[src/rtl/cp0_defs_pkg.sv]
// Shared CP0 definitions: exception codes, Status bit positions, vectors,
// sequencer state encoding and the EPC adjustment helper.
package cp0_defs;

  localparam logic [4:0] EXC_INT  = 5'd0;
  localparam logic [4:0] EXC_ADEL = 5'd4;
  localparam logic [4:0] EXC_SYS  = 5'd8;
  localparam logic [4:0] EXC_BP   = 5'd9;
  localparam logic [4:0] EXC_RI   = 5'd10;
  localparam logic [4:0] EXC_OV   = 5'd12;

  localparam int ST_IE    = 0;
  localparam int ST_EXL   = 1;
  localparam int ST_ERL   = 2;
  localparam int ST_IM_LO = 8;
  localparam int ST_IM_HI = 15;
  localparam int ST_BEV   = 22;

  localparam logic [31:0] RESET_VEC = 32'hBFC0_0000;
  localparam logic [31:0] GEN_VEC   = 32'h8000_0180;
  localparam logic [31:0] BEV_VEC   = 32'hBFC0_0380;

  localparam logic [1:0] S_IDLE   = 2'd0;
  localparam logic [1:0] S_DRAIN  = 2'd1;
  localparam logic [1:0] S_COMMIT = 2'd2;
  localparam logic [1:0] S_RET    = 2'd3;

  typedef enum logic [1:0] {
    SRC_EXC  = 2'd0,
    SRC_NMI  = 2'd1,
    SRC_ERET = 2'd2
  } src_e;

  // Delay-slot faults return to the branch; wraps modulo 2^32.
  function automatic logic [31:0] epc_of(input logic [31:0] pc, input logic bd);
    return bd ? (pc - 32'd4) : pc;
  endfunction

endpackage

[src/rtl/cp0_exception_ctrl_int_sync.sv]
// Per-bit two-flop synchronizer for the asynchronous interrupt lines.
module int_sync #(
  parameter int W = 6
) (
  input  logic         clk,
  input  logic         rst,
  input  logic [W-1:0] d,
  output logic [W-1:0] q
);

  logic [W-1:0] meta_reg;

  generate
    for (genvar gi = 0; gi < W; gi++) begin : g_bit
      always_ff @(posedge clk or negedge rst) begin
        if (!rst) begin
          meta_reg[gi] <= 1'b0;
          q[gi]        <= 1'b0;
        end else begin
          meta_reg[gi] <= d[gi];
          q[gi]        <= meta_reg[gi];
        end
      end
    end
  endgenerate

endmodule

[src/rtl/cp0_exception_ctrl.sv]
// CP0 exception/interrupt sequencer: arbitrates requests, drains the pipeline,
// captures EPC/Cause and issues commit pulses. NMI support under CP0_NMI_EN.
module cp0_exception_ctrl
  import cp0_defs::*;
(
  input  logic        clk,
  input  logic        rst,
  input  logic [31:0] status,
  input  logic [5:0]  hw_int,
  input  logic [1:0]  sw_int,
  input  logic        exc_req,
  input  logic [4:0]  exc_code_in,
  input  logic [31:0] exc_pc,
  input  logic        exc_bd,
  input  logic        eret_req,
  input  logic        nmi_in,
  input  logic        pipe_ack,
  output logic        flush,
  output logic        exc_taken,
  output logic        eret,
  output logic        nmi,
  output logic [4:0]  cause_exccode,
  output logic        cause_bd,
  output logic [31:0] epc,
  output logic [31:0] error_epc,
  output logic [31:0] vector_pc,
  output logic        vector_valid,
  output logic        busy
);

  logic [1:0]  state_reg;
  src_e        src_reg;
  logic [4:0]  code_reg;
  logic [31:0] pc_reg;
  logic        bd_reg;
  logic        exl_reg;
  logic        bev_reg;
  logic [5:0]  hw_sync;
  logic        int_pend;
  logic        int_en;
  logic        nmi_rise;
  logic [31:0] ret_vec;
  logic        commit_nmi;

  int_sync #(.W(6)) u_int_sync (
    .clk (clk),
    .rst (rst),
    .d   (hw_int),
    .q   (hw_sync)
  );

  assign int_pend   = |({hw_sync, sw_int} & status[ST_IM_HI:ST_IM_LO]);
  assign int_en     = status[ST_IE] & ~status[ST_EXL] & ~status[ST_ERL];
  assign commit_nmi = (state_reg == S_DRAIN) && pipe_ack && (src_reg == SRC_NMI);

`ifdef CP0_NMI_EN
  logic nmi_prev_reg;

  assign nmi_rise = nmi_in & ~nmi_prev_reg;
  assign ret_vec  = status[ST_ERL] ? error_epc : epc;

  always_ff @(posedge clk or negedge rst) begin
    if (!rst) begin
      nmi_prev_reg <= 1'b0;
      nmi          <= 1'b0;
      error_epc    <= 32'd0;
    end else begin
      nmi_prev_reg <= nmi_in;
      nmi          <= commit_nmi;
      if (commit_nmi)
        error_epc <= pc_reg;
    end
  end

  logic unused_bits;
  assign unused_bits = ^{status[31:23], status[21:16], status[7:3]};
`else
  assign nmi_rise  = 1'b0;
  assign ret_vec   = epc;
  assign nmi       = 1'b0;
  assign error_epc = 32'd0;

  logic unused_bits;
  assign unused_bits = ^{status[31:23], status[21:16], status[7:3], nmi_in, commit_nmi};
`endif

  always_ff @(posedge clk or negedge rst) begin
    if (!rst) begin
      state_reg     <= S_IDLE;
      src_reg       <= SRC_EXC;
      code_reg      <= EXC_INT;
      pc_reg        <= 32'd0;
      bd_reg        <= 1'b0;
      exl_reg       <= 1'b0;
      bev_reg       <= 1'b0;
      flush         <= 1'b0;
      exc_taken     <= 1'b0;
      eret          <= 1'b0;
      vector_valid  <= 1'b0;
      busy          <= 1'b0;
      cause_exccode <= EXC_INT;
      cause_bd      <= 1'b0;
      epc           <= 32'd0;
      vector_pc     <= RESET_VEC;
    end else begin
      exc_taken    <= 1'b0;
      eret         <= 1'b0;
      vector_valid <= 1'b0;
      case (state_reg)
        S_IDLE: begin
          // Context is sampled every idle cycle; the value at the entry edge sticks.
          pc_reg   <= exc_pc;
          bd_reg   <= exc_bd;
          exl_reg  <= status[ST_EXL];
          bev_reg  <= status[ST_BEV];
          code_reg <= exc_req ? exc_code_in : EXC_INT;
          if (nmi_rise) begin
            src_reg   <= SRC_NMI;
            state_reg <= S_DRAIN;
            flush     <= 1'b1;
            busy      <= 1'b1;
          end else if (exc_req || (int_pend && int_en)) begin
            src_reg   <= SRC_EXC;
            state_reg <= S_DRAIN;
            flush     <= 1'b1;
            busy      <= 1'b1;
          end else if (eret_req) begin
            src_reg   <= SRC_ERET;
            state_reg <= S_RET;
            flush     <= 1'b1;
            busy      <= 1'b1;
          end
        end
        S_DRAIN: begin
          if (pipe_ack) begin
            state_reg    <= S_COMMIT;
            flush        <= 1'b0;
            vector_valid <= 1'b1;
            if (src_reg == SRC_NMI) begin
              vector_pc <= RESET_VEC;
            end else begin
              exc_taken     <= 1'b1;
              cause_exccode <= code_reg;
              vector_pc     <= bev_reg ? BEV_VEC : GEN_VEC;
            end
            // Nested exceptions keep the outer handler's return context.
            if (!exl_reg) begin
              epc      <= epc_of(pc_reg, bd_reg);
              cause_bd <= bd_reg;
            end
          end
        end
        S_RET: begin
          if (pipe_ack) begin
            state_reg    <= S_COMMIT;
            flush        <= 1'b0;
            eret         <= 1'b1;
            vector_valid <= 1'b1;
            vector_pc    <= ret_vec;
          end
        end
        default: begin
          state_reg <= S_IDLE;
          busy      <= 1'b0;
        end
      endcase
    end
  end

endmodule
[config.mk]
export PLATFORM = sky130hd
export DESIGN_NAME = cp0_exception_ctrl
export DESIGN_NICKNAME = d
export VERILOG_FILES = /design/src/rtl/cp0_defs_pkg.sv /design/src/rtl/cp0_exception_ctrl_int_sync.sv /design/src/rtl/cp0_exception_ctrl.sv
export SDC_FILE = /design/constraint.sdc
export NUM_CORES = 1
export LEC_CHECK = 0
export CORE_MARGIN = 8
export CORE_UTILIZATION = 49
export CTS_CLUSTER_SIZE = 20
export DETAILED_ROUTE_END_ITERATION = 12
export GPL_ROUTABILITY_DRIVEN = 0
export GPL_TIMING_DRIVEN = 0
export PLACE_DENSITY = 0.94
export SKIP_LAST_GASP = 1
export SLEW_MARGIN = 20
export SYNTH_ARGS = -nofsm -noshare
export SYNTH_HDL_FRONTEND = slang
export SYNTH_HIERARCHICAL = 1
export SYNTH_SLANG_ARGS = --single-unit
[constraint.sdc]
create_clock -name clk -period 2.8 [get_ports clk]
set_input_delay 0.28 -clock clk [delete_from_list [all_inputs] [get_ports clk]]
set_output_delay 0.28 -clock clk [all_outputs]
set_load 0.005 [all_outputs]
* Word level (Yosys, flattened, before mapping)
Cells that the tools add are included.
** Word-level totals
- Bits in registers :: 131
- Input bits :: 84
- Output and inout port bits :: 108
** Cells by class
- Add/subtract/negate cells :: 1
- Equality and inequality tests :: 7
- Multiplexer cells :: 24
- Bitwise operators :: 8
- Reduce and logical (&&, ||, !) cells :: 15
** Operators by type and width (number)
- 32-bit 2-to-1 mux :: 3
- 32-bit one-hot mux with 2 select lines :: 1
- 30-bit 2-to-1 mux :: 2
- 32-bit by 3-bit subtractor with 32-bit output (second input constant) :: 1
- 3-bit AND reduction :: 4
- 2-bit 2-to-1 mux :: 5
- 1-bit 2-to-1 mux :: 9
- 8-bit bitwise AND :: 1
- 8-bit OR reduction :: 1
- 2-bit AND reduction :: 3
- 2-bit nonzero test :: 3
- 5-bit 2-to-1 mux :: 1
- 1-bit NOT :: 5
- 2-bit by 1-bit equality test with 1-bit output (second input constant) :: 2
- 2-bit inequality test (second input constant) :: 2
- 1-bit one-hot mux with 2 select lines :: 2
- 2-bit one-hot mux with 2 select lines :: 1
- 3-bit inequality test (second input constant) :: 1
- 1-bit bitwise AND :: 2
- 2-bit equality test (second input constant) :: 1
- 2-bit zero test :: 1
- 2-bit by 1-bit inequality test with 1-bit output (second input constant) :: 1
- 2-bit OR reduction :: 1
- 1-bit logical AND :: 1
- 1-bit logical OR :: 1

* Depth between registers and ports, before layout
- Word-level depth :: 7
- Mapped depth :: 7

* Hierarchy
Netlist, hierarchy kept.
** Modules (own cells, without submodules)
- cp0_exception_ctrl :: times used 1, cells each 571, area each 5290.1 µm², sequential area each 2939.1 µm²
- int_sync :: times used 1, cells each 12, area each 300.3 µm², sequential area each 300.3 µm²

* Worst setup path before layout
No wires, ideal clock.
- Path kind :: flip-flop to flip-flop
- Start point :: reg pc_reg[2]
- End point :: reg epc[22]
- Data arrival time :: 1689 ps
- Required time :: 2677 ps
- Setup slack :: 988 ps
- Cell stages (with the launch flop) :: 8
- Buffers on the path :: 0
- Period minus slack after synthesis :: 1812 ps
- Path through :: dfrtp_1 -> inv_1 -> ha_1 -> nand4bb_1 -> nor4b_4 -> nor3b_2 -> xnor2_1 -> a21oi_2
** On the way
- Longest elaborated chain between the ends :: 2
** Ends and longest elaborated chain
- start: declaration :: line cp0_exception_ctrl.sv:34 : logic [31:0] pc_reg;
- start signal: assignment :: line cp0_exception_ctrl.sv:112 : pc_reg <= exc_pc;
- 32-bit by 3-bit subtractor with 32-bit output :: line cp0_defs_pkg.sv:36 : return bd ? (pc - 32'd4) : pc;
- 32-bit 2-to-1 mux :: line cp0_defs_pkg.sv:36
- end signal: assignment :: line cp0_exception_ctrl.sv:148 : epc <= epc_of(pc_reg, bd_reg);
- end: declaration :: line cp0_exception_ctrl.sv:24 : output logic [31:0] epc,
Every way passes these cells.
A chain may end at the register's enable or synchronous reset.

* Worst setup path in the final report
- Start point :: reg state_reg[0]
- End point :: reg epc[29]
** On the way
- Longest elaborated chain between the ends :: 2
** Ends and longest elaborated chain
- start: declaration :: line cp0_exception_ctrl.sv:31 : logic [1:0] state_reg;
- start signal: assignment :: line cp0_exception_ctrl.sv:89 : state_reg <= S_IDLE;
- start signal: assignment :: line cp0_exception_ctrl.sv:119 : state_reg <= S_DRAIN;
- start signal: assignment :: line cp0_exception_ctrl.sv:124 : state_reg <= S_DRAIN;
- 2-bit by 1-bit equality test with 1-bit output :: line cp0_exception_ctrl.sv:109 : case (state_reg)
- 3-bit AND reduction (no source line)
Every way passes these cells.

==> flow_summary.toml <==
[run_status]
status = "finished, final reports clean"

[job]
drv_cap = 0

[yosys]
synth_area_leaders = "dfrtp_1, nand2_1, buf_4, dfstp_2, a21oi_1"
syn_inst = 583
yosys.area.top_type = "dfrtp_1"
synth.avg_cell_area_um2 = 9.59
syn_area_um2 = 5590
synth_cell_types = 44
synth_seq_cells = 129
synth_seq_area_share_pct = 57.9
ys_warn_count = 6
synth.top_cell.area_share_pct = 53.7

[worst_setup_path]
critPathArrivalTime_ps = 2550
crit_chain = "buf_2 > nand2_1 > nor3_2 > clkbuf_1 > buf_2 > a21oi_1"
cp_max_fo = 10
cpMaxStageDelayCell = "nor3_2"
path_class = "flop to flop"
max_stage_delay_ps = 560
start_kind = "flop"
setup.worst_path.end_class = "flop"
crit_top_cell = "buf_2"
cp.required_ps = 3080

[cts]
numCtsBuffers = 17
cts_tree = "built"
cts_htree_levels = 4
clock_path_buffers = 2
clock_latency_ps = 420
cts.clk_slew.worst_paths_ps = 60
root_buffer = "clkbuf_16"
clock-sinks = 129

[sta]
fin_crit_ps = 2260
rsz0062_at_grt = "no"
drv_slew = 0
fin_worst_skew_ps = 4.93
fmaxAchievable_mhz = 442
hold_viol_final = 0
worst_pin_slew_ps = 688
post-route-period-util_pct = 80.9
setup_violations = 0
slew_headroom_pct = 53.9
holdWs_ps = 302

[floorplanning]
die_area_um2 = 15100
coreArea_um2 = 11300
die_w_um = 123
start_util_pct = 49.6
num_io_pins = 192
die_h_um = 123
fp-row-count = 39

[placed_design]
place_inst = 896
port_buffers = 137
placed_area_um2 = 7290
hpwl_um = 11300

[pwr]
p_leak_nw = 3.66
p_seq_share_pct = 37.8
swShare_pct = 35.0
netSwitchingPower_mw = 3.14
vdd_drop_max_uv = 711
combPwrFrac_pct = 36.7
clkPwrFrac_pct = 25.4
p_per_area_nw_per_um2 = 1130
intPower_mw = 5.84

[grt]
grt_overflow = 0
grt_pass1_vias = 4845
grt_max_degree = 68
grt_pass1_wl_um = 24500
grt_usage_pct = 21.4
antenna_found_initial = 0

[finish]
drive_gt1_share_pct = 12.1
final_cells = 929
n_antenna_cell = 0
final_cell_area_um2 = 7920
nNetsFinal = 858
area_growth_pct = 41.6
finish.utilization_pct = 70.2

[detailed_routing]
wl_um = 15800
drc = 0
viasPerCell = 5.02
dr.first_iter.drc_count = 370
vias = 4665
firstDrtPassIters = 5
wire_per_inst_um = 17.0
ant_nets = 0

[worst_hold_path]
hp-class = "primary input to flop"
==> power by group through the flow <==
stage / Sequential [mW] / Clock [mW] / Combinational, mW
global route: 3.50 / 2.39 / 3.65
detailed placement: 3.38 / 0 / 3.26
floorplan: 3.28 / 0 / 1.64
global placement: 3.35 / 0 / 3.13
CTS: 3.38 / 2.31 / 3.33
finish: 3.40 / 2.28 / 3.30
==> cells in the mapped netlist, drive strengths merged <==
master   count
and4b        1
a22oi        4
and4         1
nor4         5
o311a        2
mux2         9
or3          2
nand2      173
or4          1
nor2b        1
xnor2       12
and2         1
nor3b        1
xor2        16
nand4b       4
nand4bb      1
o21ai       14
a21oi       38
inv          6
nand4        1
nor4b        3
nor3         4
dfstp        9
clkinv       1
conb         1
a31oi        4
buf         40
nor2        49
dfrtp      120
nand3       31
or2          1
a31o         1
and3         1
ha           1
clkbuf      21
nand3b       1
nand2b       2
==> path summary, 6_finish.rpt <==
path / slack [ps] / depth (start not counted) / start / endpoint
setup / recovery: 540 / 6 / state_reg[0] / epc[29]
hold / removal: 300 / 1 / hw_int[5] / u_int_sync/meta_reg[5]
setup reg to reg: 540 / 6 / state_reg[0] / epc[29]
hold reg to reg: 340 / 0 / u_int_sync/meta_reg[2] / u_int_sync/q[2]
max in group asynchronous: 1580 / 3 / rst / vector_pc[31]
min in group asynchronous: 460 / 2 / rst / u_int_sync/q[0]
==> logic make-up (layout without fill, tap and decap cells) <==
kind of cell             count (synthesis)  count (layout)  synth area share (%)
AND/OR/NAND/NOR                        284             284                  22.5
flip-flops                             129             129                  57.9
buffers and inverters                   68             239                  6.87
AO/OA/AOI/OAI                           63              63                  6.22
XOR/XNOR                                28              28                  4.39
multiplexers                             9               9                  1.81
adder cells (fa/ha/maj)                  1               1                 0.224
other                                    1              33                0.0671
==> cell type report <==
class                           instances  area, um2
Inverter                                7       26.3
Tap cell                              143        179
Clock inverter                          9        129
Multi-Input combinational cell        418       2090
Fill cell                             804       3360
Clock buffer                           23        488
Sequential cell                       129       3240
Buffer                                 61        358
Timing Repair Buffer                  139       1410
==> placed cells by master (no fill, tap or decap), drive strengths merged, types with 12 or more instances in the layout <==
| cell type | netlist | routed |
|---|---|---|
| nand2 | 173 | 173 |
| clkdlybuf4s50 | 0 | 136 |
| dfrtp | 120 | 120 |
| nor2 | 49 | 49 |
| clkbuf | 21 | 44 |
| buf | 40 | 42 |
| a21oi | 38 | 38 |
| conb | 1 | 33 |
| nand3 | 31 | 31 |
| xor2 | 16 | 16 |
| o21ai | 14 | 14 |
| xnor2 | 12 | 12 |
==> critical path, delay by kind of cell, from the launching register on <==
| kind | cells | cell delay [ps] |
|---|---|---|
| and+or+nand+nor | 2 | 770 |
| AOI/OAI and AO/OA | 1 | 130 |
| buffers and inverters | 3 | 910 |
| DFF | 1 | 320 |
==> per-stage QoR <==
step | TNS [ps] | setup WS, ps | total power [mW]
finish | 0 | 536 | 8.98
global route | 0 | 332 | 9.54
CTS | 0 | 531 | 9.03
detailed placement | 0 | 257 | 6.64
global placement | -419070 | -3360 | 6.48
floorplan | 0 | 988 | 4.92
==> layer usage <==
metal | vias up | GRT usage (%) | routed length, um
li1 | 2219 | - | -
met1 | 2233 | 23.2 | 5870
met2 | 179 | 37.8 | 8300
met3 | 34 | 6.16 | 1190
met4 | 0 | 10.1 | 437
met5 | - | 0 | 0
==> repair_timing <==
action                                 4_1_cts  5_1_grt
endpoints found under the hold margin       58        0
resized for setup                            0        0
hold buffers                                 1        0
buffers inserted                             0        0
Power figures use the tool's default switching activity.
==> RTL edit: new RTL, same settings <==
The package constant `ST_IM_HI` goes from 15 to 16.
--- a/src/rtl/cp0_defs_pkg.sv
+++ b/src/rtl/cp0_defs_pkg.sv
@@ -13,7 +13,7 @@
   localparam int ST_EXL   = 1;
   localparam int ST_ERL   = 2;
   localparam int ST_IM_LO = 8;
-  localparam int ST_IM_HI = 15;
+  localparam int ST_IM_HI = 16;
   localparam int ST_BEV   = 22;
 
   localparam logic [31:0] RESET_VEC = 32'hBFC0_0000;
Behaviour: unchanged (Yosys induction, for registers that start in step).
==> RTL edit against the unedited design <==
Sequential share of layout area is 0.28 points lower. Power up 0.62%. Sequential cell count unchanged. Worst setup slack got worse by 0.13 ns. Synthesized area is 0.11% higher. Cell area increased by 0.70%. Routed wire length increased by 4.3%. Critical endpoint is now flush. Highest routed layer unchanged.
==> RTL edit: results (changes against the unedited design) <==
metric	value	unit	change
hpwl dp	11.5	mm	+2.0%
Area contributors post-synth	dfrtp_1 54%, nand2_1 14%, buf_4 4.4%		
min-delay src	hw_int[2]		
met2 GRT Util	37.2	%	-0.61 points
R2R Path Start	state_reg[1]		
share of post-route cells with drive strength above 1	11.6	%	-0.47 points
largest net degree at the start of global routing	76		+12%
peak supply drop	0.000598	V	-16%
Via density	5.21		+3.8%
total number of vias	4874		+4.5%
CP max stage delay	0.71	ns	+0.15 ns
first-pass detailed-route iteration total	6		+1
WL/cell	17.6	microns	+3.6%
leak pwr	3.72	nW	+1.8%
CP arrival	2.74	ns	+0.19 ns
WHS	0.304	ns	+0.00187 ns
Synth cell types	43		-2.3%
first-pass GRT wire length	25.6	mm	+4.4%
Total Routing Usage GR	22.0	%	+0.59 points
Mapped Avg Cell Area	9.50	sq um	-0.91%
DRT iter0 DRCs	587		+59%
met3 GRT Util	6.26	%	+0.092 points
r2r setup slk	0.40	ns	-0.13 ns
total instance count after detailed placement	902		+0.67%
Hold EP	u_int_sync/meta_reg[2]		
Clock Skew	0.00498	ns	+0.0000439 ns
Congestion Overflow GR	0		unchanged
status	completed		
vias in the first global route	5029		+3.8%
CP delay by family, top	simple AND/OR/NAND/NOR gates		
Filler Cells Inserted	703		-13%
register area share after synthesis	57.9	%	-0.065 points
slowest CP cell	nor2_1		
met1 global-route usage	24.9	%	+1.7 points
Critical Path Fanout Max	10		unchanged
synth cell count leaders	206 x nand2_1, 120 x dfrtp_1, 43 x o21ai_0		
R2R depth	5		-1
Final Net Count	864		+0.70%
deepest clock path buffer count	2		unchanged
FF-to-FF End	flush		
dpl ws	0.451	ns	+0.195 ns
worst rel slew slack	35.2	%	-19 points
class of the worst hold path	input pin to flip-flop		
CTS root buf	clkbuf_16		
==> RTL edit: cell count changes after synthesis, moves of 3 or more <==
cell,delta
nor2_1,-35
nand2_1,+33
o21ai_0,+29
a21oi_1,-27
xnor2_1,-8
xor2_1,+6
nand4_1,+5
clkbuf_1,+4
mux2_2,-4
nor3_1,+4
nand3b_1,+3
or3_1,+3
==> RTL edit: kinds of logic after synthesis <==
logic type / after synthesis / synth area share [%]
adder cells (fa/ha/maj): 1 / 0.224
flip-flops: 129 / 57.9
AO/OA/AOI/OAI: 66 / 6.48
buffers and inverters: 69 / 6.91
XOR/XNOR: 26 / 4.07
other: 1 / 0.0670
AND/OR/NAND/NOR: 292 / 23.4
multiplexers: 5 / 1.01
==> RTL edit: final cells by class <==
cell class	instances	area, sq um	share of cell area, %
buffer	63	364	4.57
clock buffer	17	425	5.34
clock inverter	15	240	3.01
inverter	6	22.5	0.283
multi-input combinational	423	2090	26.2
sequential	129	3240	40.6
tap	143	179	2.24
timing repair buffer	139	1410	17.7
==> RTL edit: worst max-delay path by stage <==
| stage | startpoint | endpoint | slack (ns) | depth (start not counted) |
|---|---|---|---|---|
| after floorplan | pc_reg[12] | epc[25] | 0.97 | 5 |
| after global placement | rst | eret | -3.33 | 1 |
| after detailed placement | pipe_ack | epc[29] | 0.45 | 7 |
| after CTS | state_reg[1] | flush | 0.40 | 5 |
| after global routing | state_reg[1] | flush | 0.29 | 5 |
| final | state_reg[1] | flush | 0.40 | 5 |
==> RTL edit: power by group <==
group | internal, mW | total [mW] | leakage (nW) | switching (mW)
clock | 1.66 | 2.48 | 0.319 | 0.812
sequential | 2.66 | 3.37 | 1.61 | 0.716
combinational | 1.53 | 3.19 | 1.80 | 1.66
total | 5.85 | 9.04 | 3.72 | 3.19
==> RTL edit: what timing repair did <==
| item | 4_1_cts | 5_1_grt |
|---|---|---|
| hold endpoints to repair | 54 | 0 |
| gates resized for setup | 0 | 0 |
| hold buffers | 1 | 0 |
==> RTL edit: metrics by stage <==
step / TNS (ns) / instance area, sq um
2_1_floorplan: 0 / 5720
3_3_place_gp: -415.70 / 7270
3_5_place_dp: 0 / 7300
4_1_cts: 0 / 7970
5_1_grt: 0 / 7970
6_report: 0 / 7970
==> RTL edit: worst register-to-register path, stage by stage, from the launching register on <==
cell and delay, ns:
dfrtp_1 0.42, clkbuf_1 0.27, nor2_1 0.71, clkbuf_1 0.54, o21ai_0 0.27, nand2_1 0.12
==> RTL edit: per-layer routing <==
| layer | vias up | wire length [microns] |
|---|---|---|
| li1 | 2249 | - |
| met1 | 2316 | 6360 |
| met2 | 244 | 8360 |
| met3 | 65 | 1140 |
| met4 | 0 | 631 |
| met5 | - | 0 |
